--- src/rtl/wb_trap_stage.sv ---
// wb_trap_stage
//   Writeback stage with trap entry. It registers register-file and CSR
//   write data for each retiring instruction class. It prioritises
//   interrupts over synchronous exceptions. On a trap it writes mepc,
//   mcause and optionally mtval through the single CSR write port, one
//   per cycle, and then redirects fetch to the trap vector.
//
//   Optional feature: define WB_TVAL_EN to add the mtval (0x343) write
//   after mcause. When it is undefined, the trap sequence is
//   EPC -> CAUSE -> REDIR.
//
//   Ports
//     CLK, RESET_N              clock, asynchronous active-low reset
//     WB_V .. WB_PC_MUX         WB instruction and its operands
//     WB_ECALL .. MEM_SAF       exception flags of the WB instruction
//     TIMER, EXTERNAL, IRQ_EN   level interrupt requests, global enable
//     PRIVILEGE, MTVEC          current mode (1 = M), trap vector CSR
//     WB_RF_DATA/LD_REG/DRID_OUT          register file write
//     WB_CSR_DATA/CSR_ADDR/ST_CSR         CSR write port
//     WB_BR_JMP_TARGET/WB_PC_MUX_OUT      fetch redirect
//     WB_FLUSH, WB_STALL, WB_CS           trap sequence in progress
//     WB_CAUSE                            cause of the most recent trap
//
//   state  | meaning
//   IDLE   | normal writeback; detects traps on a valid instruction
//   EPC    | presenting the mepc write (0x341 <= trapping PC)
//   CAUSE  | presenting the mcause write (0x342 <= cause)
//   TVAL   | presenting the mtval write (0x343 <= tval); WB_TVAL_EN only
//   REDIR  | presenting the fetch redirect to the trap vector
module wb_trap_stage #(
  parameter int XLEN     = 64,
  parameter int CSR_AW   = 12,
  parameter bit VECTORED = 1'b1
) (
  input  logic              CLK,
  input  logic              RESET_N,
  input  logic              WB_V,
  input  logic [XLEN-1:0]   WB_PC,
  input  logic [XLEN-1:0]   WB_NPC,
  input  logic [31:0]       WB_IR,
  input  logic [XLEN-1:0]   WB_MEM_RESULT,
  input  logic [XLEN-1:0]   WB_ALU_RESULT,
  input  logic [XLEN-1:0]   WB_RFD,
  input  logic [XLEN-1:0]   WB_CSRFD,
  input  logic [4:0]        WB_DRID,
  input  logic              WB_PC_MUX,
  input  logic              WB_ECALL,
  input  logic              F_IAM,
  input  logic              F_IAF,
  input  logic              F_II,
  input  logic              MEM_LAM,
  input  logic              MEM_LAF,
  input  logic              MEM_SAM,
  input  logic              MEM_SAF,
  input  logic              TIMER,
  input  logic              EXTERNAL,
  input  logic              IRQ_EN,
  input  logic              PRIVILEGE,
  input  logic [XLEN-1:0]   MTVEC,
  output logic [XLEN-1:0]   WB_RF_DATA,
  output logic              WB_LD_REG,
  output logic [4:0]        WB_DRID_OUT,
  output logic [XLEN-1:0]   WB_CSR_DATA,
  output logic [CSR_AW-1:0] WB_CSR_ADDR,
  output logic              WB_ST_CSR,
  output logic [XLEN-1:0]   WB_BR_JMP_TARGET,
  output logic              WB_PC_MUX_OUT,
  output logic              WB_FLUSH,
  output logic              WB_STALL,
  output logic [XLEN-1:0]   WB_CAUSE,
  output logic              WB_CS
);

  localparam logic [11:0] ADDR_MEPC   = 12'h341;
  localparam logic [11:0] ADDR_MCAUSE = 12'h342;
`ifdef WB_TVAL_EN
  localparam logic [11:0] ADDR_MTVAL  = 12'h343;
`endif

  typedef enum logic [2:0] {
    S_IDLE,
    S_EPC,
    S_CAUSE,
    S_TVAL,
    S_REDIR
  } state_t;

  state_t            state;
  logic              busy;
  logic [XLEN-1:0]   trap_tgt_q;
`ifdef WB_TVAL_EN
  logic [XLEN-1:0]   tval_q;
  logic [XLEN-1:0]   tval_c;
`endif

  // Only the opcode, funct3 and CSR address fields of the IR are decoded here.
  logic unused_ir;
  assign unused_ir = ^{WB_IR[19:15], WB_IR[11:7]};

  assign WB_FLUSH = busy;
  assign WB_STALL = busy;
  assign WB_CS    = busy;

  // Trap detection and priority. The first true condition wins.
  logic            trap_hit;
  logic            is_irq;
  logic [3:0]      code;
  logic [XLEN-1:0] cause_c;
  logic [XLEN-1:0] tgt_c;

  always_comb begin
    trap_hit = 1'b1;
    is_irq   = 1'b0;
    code     = 4'd0;
`ifdef WB_TVAL_EN
    tval_c   = '0;
`endif
    if (IRQ_EN && EXTERNAL) begin
      is_irq = 1'b1;
      code   = 4'd11;
    end else if (IRQ_EN && TIMER) begin
      is_irq = 1'b1;
      code   = 4'd7;
    end else if (F_IAF) begin
      code = 4'd1;
`ifdef WB_TVAL_EN
      tval_c = WB_PC;
`endif
    end else if (F_II) begin
      code = 4'd2;
`ifdef WB_TVAL_EN
      tval_c = XLEN'(WB_IR);
`endif
    end else if (F_IAM) begin
      code = 4'd0;
`ifdef WB_TVAL_EN
      tval_c = WB_PC;
`endif
    end else if (WB_ECALL) begin
      code = PRIVILEGE ? 4'd11 : 4'd8;
    end else if (MEM_SAM) begin
      code = 4'd6;
`ifdef WB_TVAL_EN
      tval_c = WB_ALU_RESULT;
`endif
    end else if (MEM_LAM) begin
      code = 4'd4;
`ifdef WB_TVAL_EN
      tval_c = WB_ALU_RESULT;
`endif
    end else if (MEM_SAF) begin
      code = 4'd7;
`ifdef WB_TVAL_EN
      tval_c = WB_ALU_RESULT;
`endif
    end else if (MEM_LAF) begin
      code = 4'd5;
`ifdef WB_TVAL_EN
      tval_c = WB_ALU_RESULT;
`endif
    end else begin
      trap_hit = 1'b0;
    end

    cause_c            = '0;
    cause_c[XLEN-1]    = is_irq;
    cause_c[3:0]       = code;

    // Vectored mode applies to interrupts only. Exceptions always use the base address.
    tgt_c = {MTVEC[XLEN-1:2], 2'b00};
    if (VECTORED && (MTVEC[1:0] == 2'b01) && is_irq)
      tgt_c = tgt_c + XLEN'({code, 2'b00});
  end

  // Writeback source select by opcode
  logic            wb_ld;
  logic            wb_csr;
  logic [XLEN-1:0] wb_data;

  always_comb begin
    wb_ld   = 1'b0;
    wb_csr  = 1'b0;
    wb_data = WB_ALU_RESULT;
    casez (WB_IR[6:0])
      7'b0000011: begin
        wb_ld   = 1'b1;
        wb_data = WB_MEM_RESULT;
      end
      7'b0?10011, 7'b0?11011, 7'b0110111, 7'b0010111: begin
        wb_ld = 1'b1;
      end
      7'b110?111: begin
        wb_ld   = 1'b1;
        wb_data = WB_NPC;
      end
      7'b1110011: begin
        if (WB_IR[14:12] != 3'b000) begin
          wb_ld   = 1'b1;
          wb_csr  = 1'b1;
          wb_data = WB_RFD;
        end
      end
      default: begin
        wb_ld = 1'b0;
      end
    endcase
  end

  always_ff @(posedge CLK or negedge RESET_N) begin
    if (!RESET_N) begin
      state            <= S_IDLE;
      busy             <= 1'b0;
      trap_tgt_q       <= '0;
`ifdef WB_TVAL_EN
      tval_q           <= '0;
`endif
      WB_RF_DATA       <= '0;
      WB_LD_REG        <= 1'b0;
      WB_DRID_OUT      <= '0;
      WB_CSR_DATA      <= '0;
      WB_CSR_ADDR      <= '0;
      WB_ST_CSR        <= 1'b0;
      WB_BR_JMP_TARGET <= '0;
      WB_PC_MUX_OUT    <= 1'b0;
      WB_CAUSE         <= '0;
    end else begin
      // Strobes are single-cycle unless a state re-asserts them.
      WB_LD_REG     <= 1'b0;
      WB_ST_CSR     <= 1'b0;
      WB_PC_MUX_OUT <= 1'b0;

      case (state)
        S_IDLE: begin
          if (WB_V) begin
            if (trap_hit) begin
              state       <= S_EPC;
              busy        <= 1'b1;
              trap_tgt_q  <= tgt_c;
`ifdef WB_TVAL_EN
              tval_q      <= tval_c;
`endif
              WB_CAUSE    <= cause_c;
              WB_ST_CSR   <= 1'b1;
              WB_CSR_ADDR <= CSR_AW'(ADDR_MEPC);
              WB_CSR_DATA <= WB_PC;
            end else begin
              WB_LD_REG        <= wb_ld && (WB_DRID != 5'd0);
              WB_DRID_OUT      <= WB_DRID;
              WB_RF_DATA       <= wb_data;
              WB_PC_MUX_OUT    <= WB_PC_MUX;
              WB_BR_JMP_TARGET <= WB_ALU_RESULT;
              if (wb_csr) begin
                WB_ST_CSR   <= 1'b1;
                WB_CSR_ADDR <= CSR_AW'(WB_IR[31:20]);
                WB_CSR_DATA <= WB_CSRFD;
              end
            end
          end
        end

        S_EPC: begin
          state       <= S_CAUSE;
          WB_ST_CSR   <= 1'b1;
          WB_CSR_ADDR <= CSR_AW'(ADDR_MCAUSE);
          WB_CSR_DATA <= WB_CAUSE;
        end

        S_CAUSE: begin
`ifdef WB_TVAL_EN
          state       <= S_TVAL;
          WB_ST_CSR   <= 1'b1;
          WB_CSR_ADDR <= CSR_AW'(ADDR_MTVAL);
          WB_CSR_DATA <= tval_q;
`else
          state            <= S_REDIR;
          WB_PC_MUX_OUT    <= 1'b1;
          WB_BR_JMP_TARGET <= trap_tgt_q;
`endif
        end

        S_TVAL: begin
          state            <= S_REDIR;
          WB_PC_MUX_OUT    <= 1'b1;
          WB_BR_JMP_TARGET <= trap_tgt_q;
        end

        S_REDIR: begin
          state <= S_IDLE;
          busy  <= 1'b0;
        end

        default: begin
          state <= S_IDLE;
          busy  <= 1'b0;
        end
      endcase
    end
  end

endmodule

--- config.mk ---
export PLATFORM = sky130hd
export DESIGN_NAME = wb_trap_stage
export DESIGN_NICKNAME = d
export VERILOG_FILES = /design/src/rtl/wb_trap_stage.sv
export SDC_FILE = /design/constraint.sdc
export NUM_CORES = 1
export LEC_CHECK = 0
export CORE_AREA = 10 10 299 301
export DETAILED_ROUTE_END_ITERATION = 10
export DIE_AREA = 0 0 309 311
export GPL_ROUTABILITY_DRIVEN = 0
export PLACE_DENSITY = 0.53
export SETUP_SLACK_MARGIN = 0.3
export SLEW_MARGIN = 20
export SYNTH_ARGS = -nofsm -noshare
export SYNTH_HDL_FRONTEND = slang
export SYNTH_SLANG_ARGS = --single-unit
--- constraint.sdc ---
create_clock -name CLK -period 2.7 [get_ports CLK]
set_clock_uncertainty 0.15 [all_clocks]
set_input_delay 0.54 -clock CLK [delete_from_list [all_inputs] [get_ports CLK]]
set_output_delay 0.54 -clock CLK [all_outputs]
set_load 0.05 [all_outputs]
==> impl_metrics.tcl <==
set metrics [dict create \
    status "finished with violations" \
    violations "negative setup slack" \
    port_buffers 710 \
    hold_violations 0 \
    final_nets 2933 \
    p_leak_nw 12.08 \
    grt_pass1_vias 17469 \
    dp_hpwl_um 70490 \
    ir_worst_vdd_mv 0.5549 \
    end_kind "flop" \
    drv_cap 0 \
    tightest_slew_ps 653.8 \
    wl_um 88150 \
    drv_slew 0 \
    overflow 0 \
    fin_ws_ps -234.7 \
    clk_path_buf_depth 3 \
    netlist_area_um2 14730 \
    yosys-mux-area-fraction_pct 4.673 \
    cp_slowest_stage_delay_ps 520 \
    h-tree-depth 2 \
    ys_seq_elements 283 \
    power_mw 22.91 \
    synth-compound-area-share_pct 21.62 \
    clock-sinks 283 \
    cts_tree "yes" \
    ys_warn_count 0 \
    required_ps 3010 \
    dp.cells 3409 \
    critPathKind "in2reg" \
    drt-initial-drc-count 1273 \
    synth_top_family_by_area "compound AO/OA/AOI/OAI gates" \
    ant_nets 0 \
    initial_core_util_pct 17.68 \
    via_count 16382 \
    num-fill-cells 8588 \
    synth_xor_area_share_pct 1.427 \
    core_area_um2 83290 \
    rsz0062_at_grt "yes" \
    cts_made_buffers 39 \
    crit_chain "buf_8, o41ai_2, a211o_1, ha_2, inv_2, fa_2, nand2b_4, a21oi_4, nand4_1, buf_4, buf_6, or4_4, a31oi_1" \
    yosysUniqueCellTypes 58 \
    finalCriticalPeriod_ps 2935 \
    min-delay-path-class "reg2reg" \
    ios 780 \
    synth_top_cell_by_area "dfrtp_1" \
    fin_cells 3542 \
    synth-simple-area-share_pct 16.85 \
    synth_top_area_share_pct 48.09 \
    syn_inst 1531 \
    ys_seq_area_share_pct 48.09 \
    ff2ff_setup_slack_ps 670 \
    avgSynthCellArea_um2 9.619 \
    grtUsageTotal_pct 17.34 \
    dieArea_um2 96100 \
    synthArstFlopShare_pct 100.0 \
    grt_max_degree 70 \
    rows 106 \
    setup_violations 27 \
    slew_headroom_pct 56.59 \
    die_y_um 311 \
    crit_fanout 5 \
    max_freq_mhz 340.8 \
    clock_latency_ps 560 \
    arrival_ps 3250 \
    drive_gt1_share_pct 18.48 \
    drc_errors 0 \
    die_w_um 309 \
    fin_tns_setup_ps -3192 \
    cts_root_buffer "clkbuf_16" \
    final_common_cell "clkdlybuf4s50_1" \
    powerDensity_nw_per_um2 854.1 \
    ys_top_cells_by_area "dfrtp_1 48%, a222oi_1 4.4%, mux2i_1 4.2%" \
    drt-pass1-iter-count 8 \
    finalCritPeriodShare_pct 108.7 \
    avgRoutedWirePerCell_um 24.89 \
    synth-adder-area-share_pct 0.4758 \
    synth-edff-count 0 \
    area_delta_synth_final_pct 82.13 \
    path_clk_slew_ps 60 \
    critPathLaunchType "primary input" \
    critPathSlowestCell "or4_4" \
    synth_ff_type "dfrtp_1" \
    layout_common_cells "477 x clkdlybuf4s50_1, 283 x dfrtp_1, 211 x dlygate4sd2_1, 196 x buf_4, 148 x nand2_1" \
    antenna_found_initial 24 \
    grt_pass1_wl_um 124700 \
    vias_per_cell 4.625 \
]
final cells by class:
| cell class | instances | area (um2) | area share, % |
|---|---|---|---|
| inverters | 16 | 61.31 | 0.2286 |
| flip-flops and latches | 283 | 7082 | 26.40 |
| clock inverters | 18 | 265.3 | 0.9889 |
| clock buffers | 53 | 1119 | 4.170 |
| diodes | 5 | 12.51 | 0.04665 |
| well taps | 1080 | 1351 | 5.038 |
| repair buffers | 977 | 9475 | 35.33 |
| multi-input cells | 1110 | 7456 | 27.80 |
metrics by stage:
| step | setup slack (ps) | util, % | instance area, um2 | hold WS [ps] |
|---|---|---|---|---|
| after detailed placement | -1221 | 29.54 | 24600 | 315.1 |
| after floorplan | -332.6 | - | 15150 | 94.41 |
| final | -234.7 | 32.20 | 26820 | 316.2 |
| after global placement | -1205 | 29.54 | 24600 | 307.2 |
| after global routing | -332.9 | 32.20 | 26820 | 333.8 |
| after CTS | -218.5 | 31.73 | 26430 | 310.9 |
cell families (layout without fill, tap and decap cells):
| kind of cell | count (synthesis) | count (layout) |
|---|---|---|
| AOI/OAI and AO/OA | 443 | 443 |
| buffers and inverters | 197 | 1064 |
| xor gates and xnor gates | 24 | 24 |
| and+or+nand+nor | 510 | 511 |
| muxes | 68 | 68 |
| DFF | 283 | 283 |
| other | 1 | 64 |
| adders and majority gates | 5 | 5 |
flip-flops by register name (all words and copies together) (netlist names), 3 cells and up:
register / count
trap_tgt_q: 62
state: 3
WB_RF_DATA: 64
WB_BR_JMP_TARGET: 64
WB_CSR_DATA: 64
WB_DRID_OUT: 5
WB_CSR_ADDR: 12
WB_CAUSE: 5
Yosys cell counts, types with 12 or more instances:
library cell	instances
o21ai_0	104
a22o_1	62
nand4_1	25
nand3_1	112
nor2_1	118
mux2i_1	62
o31ai_1	20
clkbuf_1	77
buf_1	12
inv_1	14
a31oi_1	99
xor2_1	13
nor3_1	16
or4_1	22
a21o_1	64
buf_4	61
buf_2	31
nand2_1	153
dfrtp_1	283
a222oi_1	64
worst max-delay path: cells and delay by family:
family,cells,cell delay [ps]
AOI/OAI and AO/OA,4,900
buffers and inverters,4,440
adders and majority gates,2,540
and+or+nand+nor,3,810
repair_timing:
| action | CTS | global route |
|---|---|---|
| hold buffers | 1 | 0 |
| resized for setup | 358 | 54 |
| gates cloned | 5 | 1 |
| endpoints found under the hold margin | 50 | 0 |
| buffers inserted | 35 | 15 |
| pin swaps | 54 | 45 |
| endpoints found under the setup margin | 383 | 99 |
power breakdown:
group	leakage (nW)	internal, mW	switching, mW
clock	0.670	3.49	2.16
sequential	3.58	5.73	1.18
combinational	7.83	3.40	6.96
layer usage:
metal | wire length (um) | up-vias | track usage (%) | part of all wire (%)
li1 | - | 7452 | - | -
met1 | 34250 | 8130 | 19.56 | 39
met2 | 45740 | 685 | 31.99 | 52
met3 | 6514 | 113 | 4.717 | 7.4
met4 | 1629 | 2 | 3.562 | 1.8
met5 | 12 | - | 0 | 0.014
path summary, 6_finish.rpt:
path | start | end | cells past startpoint
setup / recovery | WB_ECALL | trap_tgt_q[46] | 13
hold / removal | WB_BR_JMP_TARGET[56] | WB_BR_JMP_TARGET[56] | 1
setup reg to reg | state[1] | trap_tgt_q[40] | 6
hold reg to reg | WB_BR_JMP_TARGET[56] | WB_BR_JMP_TARGET[56] | 1
max in group asynchronous | RESET_N | WB_BR_JMP_TARGET[3] | 3
min in group asynchronous | RESET_N | WB_CSR_DATA[42] | 2
No activity file was read; power rests on OpenSTA's default activity.
